==> src/rtl/seg7_pkg.sv <==
// ============================================================================
// Module   : seg7_pkg
// Brief    : Shared scan-FSM states, blank pattern and hex segment table.
// Revision : 1.0 - initial release
// ============================================================================
`default_nettype none

package seg7_pkg;

  typedef enum logic [0:0] {
    S_BLANK = 1'b0,
    S_DRIVE = 1'b1
  } state_t;

  localparam logic [6:0] SEG_OFF = 7'h7F;

  // Active-low {g,f,e,d,c,b,a} patterns for nibble values 0..F
  localparam logic [6:0] SEG_TABLE [16] = '{
    7'h40, 7'h79, 7'h24, 7'h30, 7'h19, 7'h12, 7'h02, 7'h78,
    7'h00, 7'h10, 7'h08, 7'h03, 7'h46, 7'h21, 7'h06, 7'h0E
  };

endpackage

`default_nettype wire

==> src/rtl/seg7_scan_hex2seg.sv <==
// ============================================================================
// Module   : hex2seg
// Brief    : Combinational nibble to active-low seven-segment decode.
// Revision : 1.0 - initial release
// ============================================================================
`default_nettype none

module hex2seg
  import seg7_pkg::*;
(
  input  logic [3:0] nib_i,
  output logic [6:0] seg_o
);

  assign seg_o = SEG_TABLE[nib_i];

endmodule

`default_nettype wire

==> src/rtl/seg7_scan.sv <==
// ============================================================================
// Module   : seg7_scan
// Brief    : 4-digit multiplexed 7-seg driver with anti-ghost blanking and
//            frame-synchronous display buffer update.
//            Optional macro SEG7_LZB_EN enables leading-zero blanking.
// Revision : 1.0 - initial release
// ============================================================================
`default_nettype none

module seg7_scan
  import seg7_pkg::*;
#(
  parameter int BLANK_CYCLES  = 4,
  parameter int AN_ACTIVE_LOW = 1
) (
  input  logic        clk,
  input  logic        rst,
  input  logic [1:0]  dig_sel,
  input  logic        load,
  input  logic [15:0] value,
  input  logic [3:0]  dp_in,
  output logic [3:0]  an,
  output logic [6:0]  seg,
  output logic        dp,
  output logic        pending,
  output logic        load_ack
);

  localparam logic [7:0] CNT_LAST = 8'(BLANK_CYCLES - 1);
  localparam logic [3:0] AN_OFF   = (AN_ACTIVE_LOW != 0) ? 4'hF : 4'h0;

  state_t      state_q;
  logic [7:0]  cnt_q;
  logic [1:0]  cur_dig_q;
  logic [1:0]  prev_sel_q;
  logic [15:0] disp_buf_q;
  logic [3:0]  disp_dp_q;
  logic [15:0] pend_buf_q;
  logic [3:0]  pend_dp_q;
  logic        pending_q;
  logic        load_ack_q;
  logic [3:0]  an_q;
  logic [6:0]  seg_q;
  logic        dp_q;

  logic [3:0]  nib_d;
  logic [6:0]  dec_d;
  logic        lz_blank_d;
  logic [3:0]  onehot_d;
  logic [3:0]  an_drive_d;
  logic [6:0]  seg_drive_d;
  logic        dp_drive_d;
  logic        boundary_d;

  assign nib_d = disp_buf_q[{cur_dig_q, 2'b00} +: 4];

  hex2seg u_hex2seg (
    .nib_i (nib_d),
    .seg_o (dec_d)
  );

`ifdef SEG7_LZB_EN
  // lz_d[k]: nibbles k..3 all zero; digit 0 always shows
  logic [3:0] lz_d;
  assign lz_d[3] = (disp_buf_q[15:12] == 4'h0);
  assign lz_d[2] = lz_d[3] && (disp_buf_q[11:8] == 4'h0);
  assign lz_d[1] = lz_d[2] && (disp_buf_q[7:4] == 4'h0);
  assign lz_d[0] = 1'b0;
  assign lz_blank_d = lz_d[cur_dig_q];
`else
  assign lz_blank_d = 1'b0;
`endif

  assign onehot_d    = 4'b0001 << cur_dig_q;
  assign an_drive_d  = (AN_ACTIVE_LOW != 0) ? ~onehot_d : onehot_d;
  assign seg_drive_d = lz_blank_d ? SEG_OFF : dec_d;
  assign dp_drive_d  = ~disp_dp_q[cur_dig_q];

  assign boundary_d  = (prev_sel_q == 2'd3) && (dig_sel == 2'd0);

  // Scan FSM; pins are registered from the state held before each edge
  always_ff @(posedge clk) begin
    if (rst) begin
      state_q   <= S_BLANK;
      cnt_q     <= 8'd0;
      cur_dig_q <= 2'd0;
      an_q      <= AN_OFF;
      seg_q     <= SEG_OFF;
      dp_q      <= 1'b1;
    end else begin
      case (state_q)
        S_BLANK: begin
          an_q  <= AN_OFF;
          seg_q <= SEG_OFF;
          dp_q  <= 1'b1;
          if (cnt_q == CNT_LAST) begin
            state_q   <= S_DRIVE;
            cur_dig_q <= dig_sel;
            cnt_q     <= 8'd0;
          end else begin
            cnt_q <= cnt_q + 8'd1;
          end
        end
        S_DRIVE: begin
          an_q  <= an_drive_d;
          seg_q <= seg_drive_d;
          dp_q  <= dp_drive_d;
          if (dig_sel != cur_dig_q) begin
            state_q <= S_BLANK;
            cnt_q   <= 8'd0;
          end
        end
        default: begin
          state_q <= S_BLANK;
          cnt_q   <= 8'd0;
        end
      endcase
    end
  end

  // Loads wait for the 3->0 frame boundary so a frame never shows mixed data
  always_ff @(posedge clk) begin
    if (rst) begin
      prev_sel_q <= 2'd0;
      disp_buf_q <= 16'h0000;
      disp_dp_q  <= 4'h0;
      pend_buf_q <= 16'h0000;
      pend_dp_q  <= 4'h0;
      pending_q  <= 1'b0;
      load_ack_q <= 1'b0;
    end else begin
      prev_sel_q <= dig_sel;
      load_ack_q <= 1'b0;
      if (load && boundary_d) begin
        disp_buf_q <= value;
        disp_dp_q  <= dp_in;
        pending_q  <= 1'b0;
        load_ack_q <= 1'b1;
      end else if (boundary_d && pending_q) begin
        disp_buf_q <= pend_buf_q;
        disp_dp_q  <= pend_dp_q;
        pending_q  <= 1'b0;
        load_ack_q <= 1'b1;
      end else if (load) begin
        pend_buf_q <= value;
        pend_dp_q  <= dp_in;
        pending_q  <= 1'b1;
      end
    end
  end

  assign an       = an_q;
  assign seg      = seg_q;
  assign dp       = dp_q;
  assign pending  = pending_q;
  assign load_ack = load_ack_q;

endmodule

`default_nettype wire

==> config.mk <==
export PLATFORM = sky130hd
export DESIGN_NAME = seg7_scan
export DESIGN_NICKNAME = d
export VERILOG_FILES = /design/src/rtl/seg7_pkg.sv /design/src/rtl/seg7_scan_hex2seg.sv /design/src/rtl/seg7_scan.sv
export SDC_FILE = /design/constraint.sdc
export NUM_CORES = 1
export LEC_CHECK = 0
export BUFFER_PORTS_ARGS = -buffer_cell sky130_fd_sc_hd__buf_2
export CAP_MARGIN = 20
export CORE_MARGIN = 2
export CORE_UTILIZATION = 55
export CTS_CLUSTER_SIZE = 40
export DETAILED_ROUTE_END_ITERATION = 10
export PLACE_DENSITY_LB_ADDON = 0.12
export SLEW_MARGIN = 40
export SYNTH_ARGS = -nofsm -noshare
export SYNTH_HDL_FRONTEND = slang
export SYNTH_SLANG_ARGS = --single-unit
==> constraint.sdc <==
create_clock -name clk -period 4 [get_ports clk]
set_input_delay 0.6 -clock clk [delete_from_list [all_inputs] [get_ports clk]]
set_output_delay 0.6 -clock clk [all_outputs]
set_load 0.005 [all_outputs]
# ---- After elaboration in Yosys (flattened, before gate mapping)
# Memory sizes are Yosys's and may differ from the RTL's.
# Cells that the tools add are included.
dict set report word_totals {
  output_inout_bits 14
  ramBits 0
  latch_bits 0
  elab_cells 56
  rom_bits 112
  register_bits 67
  mem_count 1
}
# name depth word_bits read_ports rd_clocked_by_memory_dff wr line_no
set memory_table {}
lappend memory_table {{(no name shown)} 16 7 1 0 0 seg7_scan_hex2seg.sv:15} ;# assign seg_o = SEG_TABLE[nib_i];
dict set report classes {
  n_reduce_logical 8
  mux 19
  multipliers 0
  n_shift 2
  n_bitwise 6
  div_mod_pow 0
  n_eq_ne 4
  order_cmp 2
  addsub 1
}
# operator count
set op_table {}
lappend op_table {{two-way mux 16 bit} 2}
lappend op_table {{two-way mux 8 bit} 2}
lappend op_table {{one-hot mux 8 bit (2 select lines)} 1}
lappend op_table {{indexed part select 16 x 5 -> 4 bit} 1}
lappend op_table {{two-way mux 7 bit} 2}
lappend op_table {{one-hot mux 7 bit (2 select lines)} 1}
lappend op_table {{adder 8 x 1 -> 8 bit (second input constant)} 1}
lappend op_table {{equality test 8 x 2 -> 1 bit (second input constant)} 1}
lappend op_table {{two-way mux 4 bit} 2}
lappend op_table {{one-hot mux 4 bit (2 select lines)} 1}
lappend op_table {{>= comparator 5 bit (second input constant)} 1}
lappend op_table {{two-way mux 1 bit} 5}
lappend op_table {{NOT 4 -> 5 bit} 1}
lappend op_table {{NOT 1 bit} 4}
lappend op_table {{NOT 4 bit} 1}
lappend op_table {{one-hot mux 1 bit (2 select lines)} 2}
lappend op_table {{left shift 1 x 2 -> 4 bit (first input constant)} 1}
lappend op_table {{logical AND 1 bit} 3}
lappend op_table {{less-than comparator 2 x 3 -> 1 bit (second input constant)} 1}
lappend op_table {{AND reduction 3 bit} 1}
lappend op_table {{OR reduction 3 bit} 1}
lappend op_table {{binary-select mux 1 bit (select 2 bit)} 1}
lappend op_table {{equality test 2 bit (second input constant)} 1}
lappend op_table {{zero test 2 bit} 1}
lappend op_table {{4 further kinds} 4}

# ---- Logic depth before layout (Yosys ltp)
dict set report depth {
  depth_word 6
  mapped_depth 8
}

# ---- Modules after synthesis
# Synthesis repeated with hierarchy kept, for this count alone.
dict set report unflattened {
  cells_unflattened 340
  hier_area_um2 3062.9
}
# mod n_inst cells_each area_each_um2
set by_module_without_submodules {}
lappend by_module_without_submodules {seg7_scan 1 307 2793.9}
lappend by_module_without_submodules {hex2seg 1 33 269.0}

# ---- Worst setup path after synthesis
# No wires, ideal clock.
dict set report synth_path {
  path_kind {register to register}
  start {register cur_dig_q[0]}
  end {register seg_q[3] (netlist: seg[3])}
  period_less_slack_ns 2.002
  stages_incl_launch_ff 7
  required_ns 3.870
  setup_time_ns 0.130
  path_slack_ns 1.998
  arrival_time_ns 1.872
  path_buffers 1
  cell_sequence {dfxtp_1 -> buf_4 -> mux4_2 -> ha_1 -> or2_2 -> a211oi_1 -> a31oi_1}
}
dict set report synth_via {
  elab_chain_len 6
}
# item line_no
set synth_rtl {}
lappend synth_rtl {{start, declared} seg7_scan.sv:34} ;# logic [1:0] cur_dig_q;
lappend synth_rtl {{start signal, assigned} seg7_scan.sv:98} ;# cur_dig_q <= dig_sel;
lappend synth_rtl {{indexed part select 16 x 5 -> 4 bit} seg7_scan.sv:55} ;# assign nib_d = disp_buf_q[{cur_dig_q, 2'b00} +: 4];
lappend synth_rtl {{NOT 4 -> 5 bit (not written as such)} seg7_scan_hex2seg.sv:15}
lappend synth_rtl {{memory (16 x 7 bit)} -}
lappend synth_rtl {{two-way mux 7 bit (not written as such) (2 in series)} seg7_scan_hex2seg.sv:15}
lappend synth_rtl {{one-hot mux 7 bit (2 select lines)} seg7_scan.sv:91} ;# case (state_q)
lappend synth_rtl {{end signal, assigned} seg7_scan.sv:106} ;# seg_q <= seg_drive_d;
lappend synth_rtl {{end, declared} seg7_scan.sv:43} ;# logic [6:0] seg_q;
# Every way passes these cells. The select of a mux whose other input is x is not followed.
# A chain may end at the register's enable or synchronous reset.

# ---- Final worst setup path
# Ends and elaborated chain as after synthesis.

==> run summary <==
RSZ-0062 raised after global routing: false
TritonCTS clock tree: done
largest net degree at the start of global routing: 44
fmax: 442.5 MHz
final worst-path cycle share: 0.5649
# IOs: 39
P_int: 1.203 mW
Fin Setup TNS: 0 ns
Synth cell types: 40
Reg clk slew, reported paths: 0.07 ns
diode count: 0
WHS Endpoint: pend_buf_q[11]
commonest non-fill, non-tap cell in the layout: dfxtp_1
leak pwr: 1.417 nW
Crit. Startpoint: cur_dig_q[0]
DR vias/cell: 5.388
R2R cell count: 5
CTS Hold Bufs: 0
final std cells w/o fill: 464
Pwr Total: 1.537 mW
min-delay src: pend_buf_q[11]
switching part of the total: 0.2176
layout cells sized above 1: 0.1709
routed vias: 2500
FF/Latch Area: 1341 um2
DR pass1 iterations: 5
NetSw: 0.3345 mW
Synth top area share: 0.4421
Inst Count DP: 448
post-synthesis async set-or-reset flop share: 0
Remaining DRCs: 0
RePlAce Congestion: 0.8464
Slew @ Worst Pin: 0.7401 ns
Total GRT Usage: 0.2175
worst-path fanout max: 11
Detail Route Antenna Nets: 0
WL met1: 2926 um
initial antenna violation count: 0
critical path class: reg -> reg
Worst VDD drop: 0.0002628 V
Chip Width: 78.28 um
deepest clock path buffer count: 2
Initial Util: 0.5613
Synth Cell Area: 3034 um2
post-DP HPWL: 4042 um
Clock Power Share: 0.465
total routed wirelength: 6187 um
Port Buf Inserts: 38
multi-input logic area: 1483 um2
CTS sink cnt: 67
Worst Skew: 0.008198 ns
Worst EP required: 4.21 ns
R2R setup slack: 1.74 ns
total CTS buffers: 9
Mapped Avg Cell Area: 8.336 um2
hold path cells: 2
total grt overflow: 0
yosys warns: 0
Worst EP arrival: 2.47 ns
CTS root buffer: clkbuf_8
HP Class: reg -> reg
Seq/Total Area, Yosys: 0.4421
status: finished, final reports clean
core area: 5405 um2
most used flip-flop cell after synthesis: dfxtp_1
die height: 78.28 um
final net count: 420
sequential power share: 0.459
Slew headroom: 0.5066
largest cells by area after synthesis: dfxtp_1 (44%), a21oi_1 (8.2%), nand2_1 (6.3%)
num rows: 27
Post-Syn Instances: 364
Final min period: 2.260 ns
post-CTS setup repair buffer count: 0
Die Footprint: 6127 um2
DP Area: 3209 um2
post-route cell area: 3470 um2
leading area contributor after synthesis: dfxtp_1
vias in the first global route: 2251
first-pass GRT wire length: 10510 um
Power Dens Cells: 443.0 nW/um2
count of final hold-check violations: 0
most frequent cells in the layout: dfxtp_1 (67), nand2_1 (51), a21oi_1 (50)
Post-CTS Resized: 0
# setup viols final: 0
highest metal used: met4
wire length per cell: 13.33 um
Area growth syn-to-layout: 14.35%
Max-Cap Viols: 0
initial DRC count: 153
Worst R2R End: seg[3]
Worst-Skew Late Latency: 0.34 ns
Seq cells post-synth: 67
DR WL met2: 2958 um
final slew viol count: 0
crit end category: flop
Worst Setup Start Kind: flop
htree depth: 3
worst reg2reg startpoint: cur_dig_q[0]
Post-synth EDFFs: 0
met3 routed WL: 248 um
Syn Nets: 397
# fillers: 487
Logic pwr share: 0.075
-- registers in the layout (all words and copies together), names as in the netlist --
| signal | count |
|---|---|
| disp_buf_q | 16 |
| pend_buf_q | 16 |
| cnt_q | 8 |
| seg | 7 |
| an | 4 |
| disp_dp_q | 4 |
| pend_dp_q | 4 |
| cur_dig_q | 2 |
| prev_sel_q | 2 |
| dp | 1 |
| load_ack | 1 |
| pending | 1 |
| state_q | 1 |
-- worst max-delay path, stage by stage (launching register included) --
cell and delay, ns:
dfxtp_1 0.64, mux4_2 0.64, ha_1 0.26, or2_2 0.30, a211oi_1 0.23, a31oi_1 0.05
-- layer usage --
layer	GRT usage	up-vias
met2	0.3578	41
met1	0.2837	1162
met5	0	-
li1	-	1291
met4	0.08421	0
met3	0.04138	6
-- per-stage QoR --
step | utilization | setup slack (ns) | hold WS (ns)
after floorplan | - | 1.998 | 0.4365
after global placement | 0.5938 | 1.751 | 0.4419
after detailed placement | 0.5938 | 1.730 | 0.4481
after CTS | 0.6419 | 1.736 | 0.4586
after global routing | 0.6419 | 1.592 | 0.4722
final | 0.6419 | 1.740 | 0.4560
-- kinds of logic (layout without fill, tap and decap cells) --
group	after synthesis	in the layout	share of synthesized area
flip-flops	67	67	0.4421
AND/OR/NAND/NOR	137	137	0.2252
buffers and inverters	52	80	0.06928
multiplexers	10	10	0.05402
adder cells (fa/ha/maj)	8	8	0.03299
XOR/XNOR	2	2	0.005774
AO/OA/AOI/OAI	88	88	0.1707
-- synth_stat cells (3+ instances only) --
library cell   n
buf_2          3
nor3b_1       20
and3_1         4
clkbuf_1      23
or3_1          3
nand3_1        6
nor2b_1        5
o21ai_0        3
inv_1         24
nand2b_1       6
o22ai_1       17
a311oi_1       4
mux4_2         5
dfxtp_1       67
nor2_1        32
nand2_1       51
mux2i_1        4
a21oi_1       50
ha_1           8
-- area by class of cell --
cell class,count,share of cell area
flip-flops and latches,67,0.3866
inverters,24,0.02596
clock buffers,12,0.04760
clock inverters,4,0.02741
well taps,72,0.02596
multi-input cells,245,0.4273
repair buffers,40,0.05914
-- power groups by stage --
stage	Clock (mW)	Combinational, mW	Sequential [mW]
after floorplan	0	0.0912	0.712
after global placement	0	0.113	0.720
after detailed placement	0	0.116	0.721
after CTS	0.727	0.116	0.706
after global routing	0.756	0.133	0.709
final	0.715	0.116	0.706
-- how the worst max path moves through the flow --
stage / end / slack [ns] / cells past startpoint
after global placement: seg[3] / 1.75 / 5
after global routing: seg[3] / 1.59 / 5
after CTS: seg[3] / 1.74 / 5
after detailed placement: pend_buf_q[1] / 1.73 / 4
final: seg[3] / 1.74 / 5
after floorplan: seg[3] / 2.00 / 6
(Power assumes the default switching activity.)
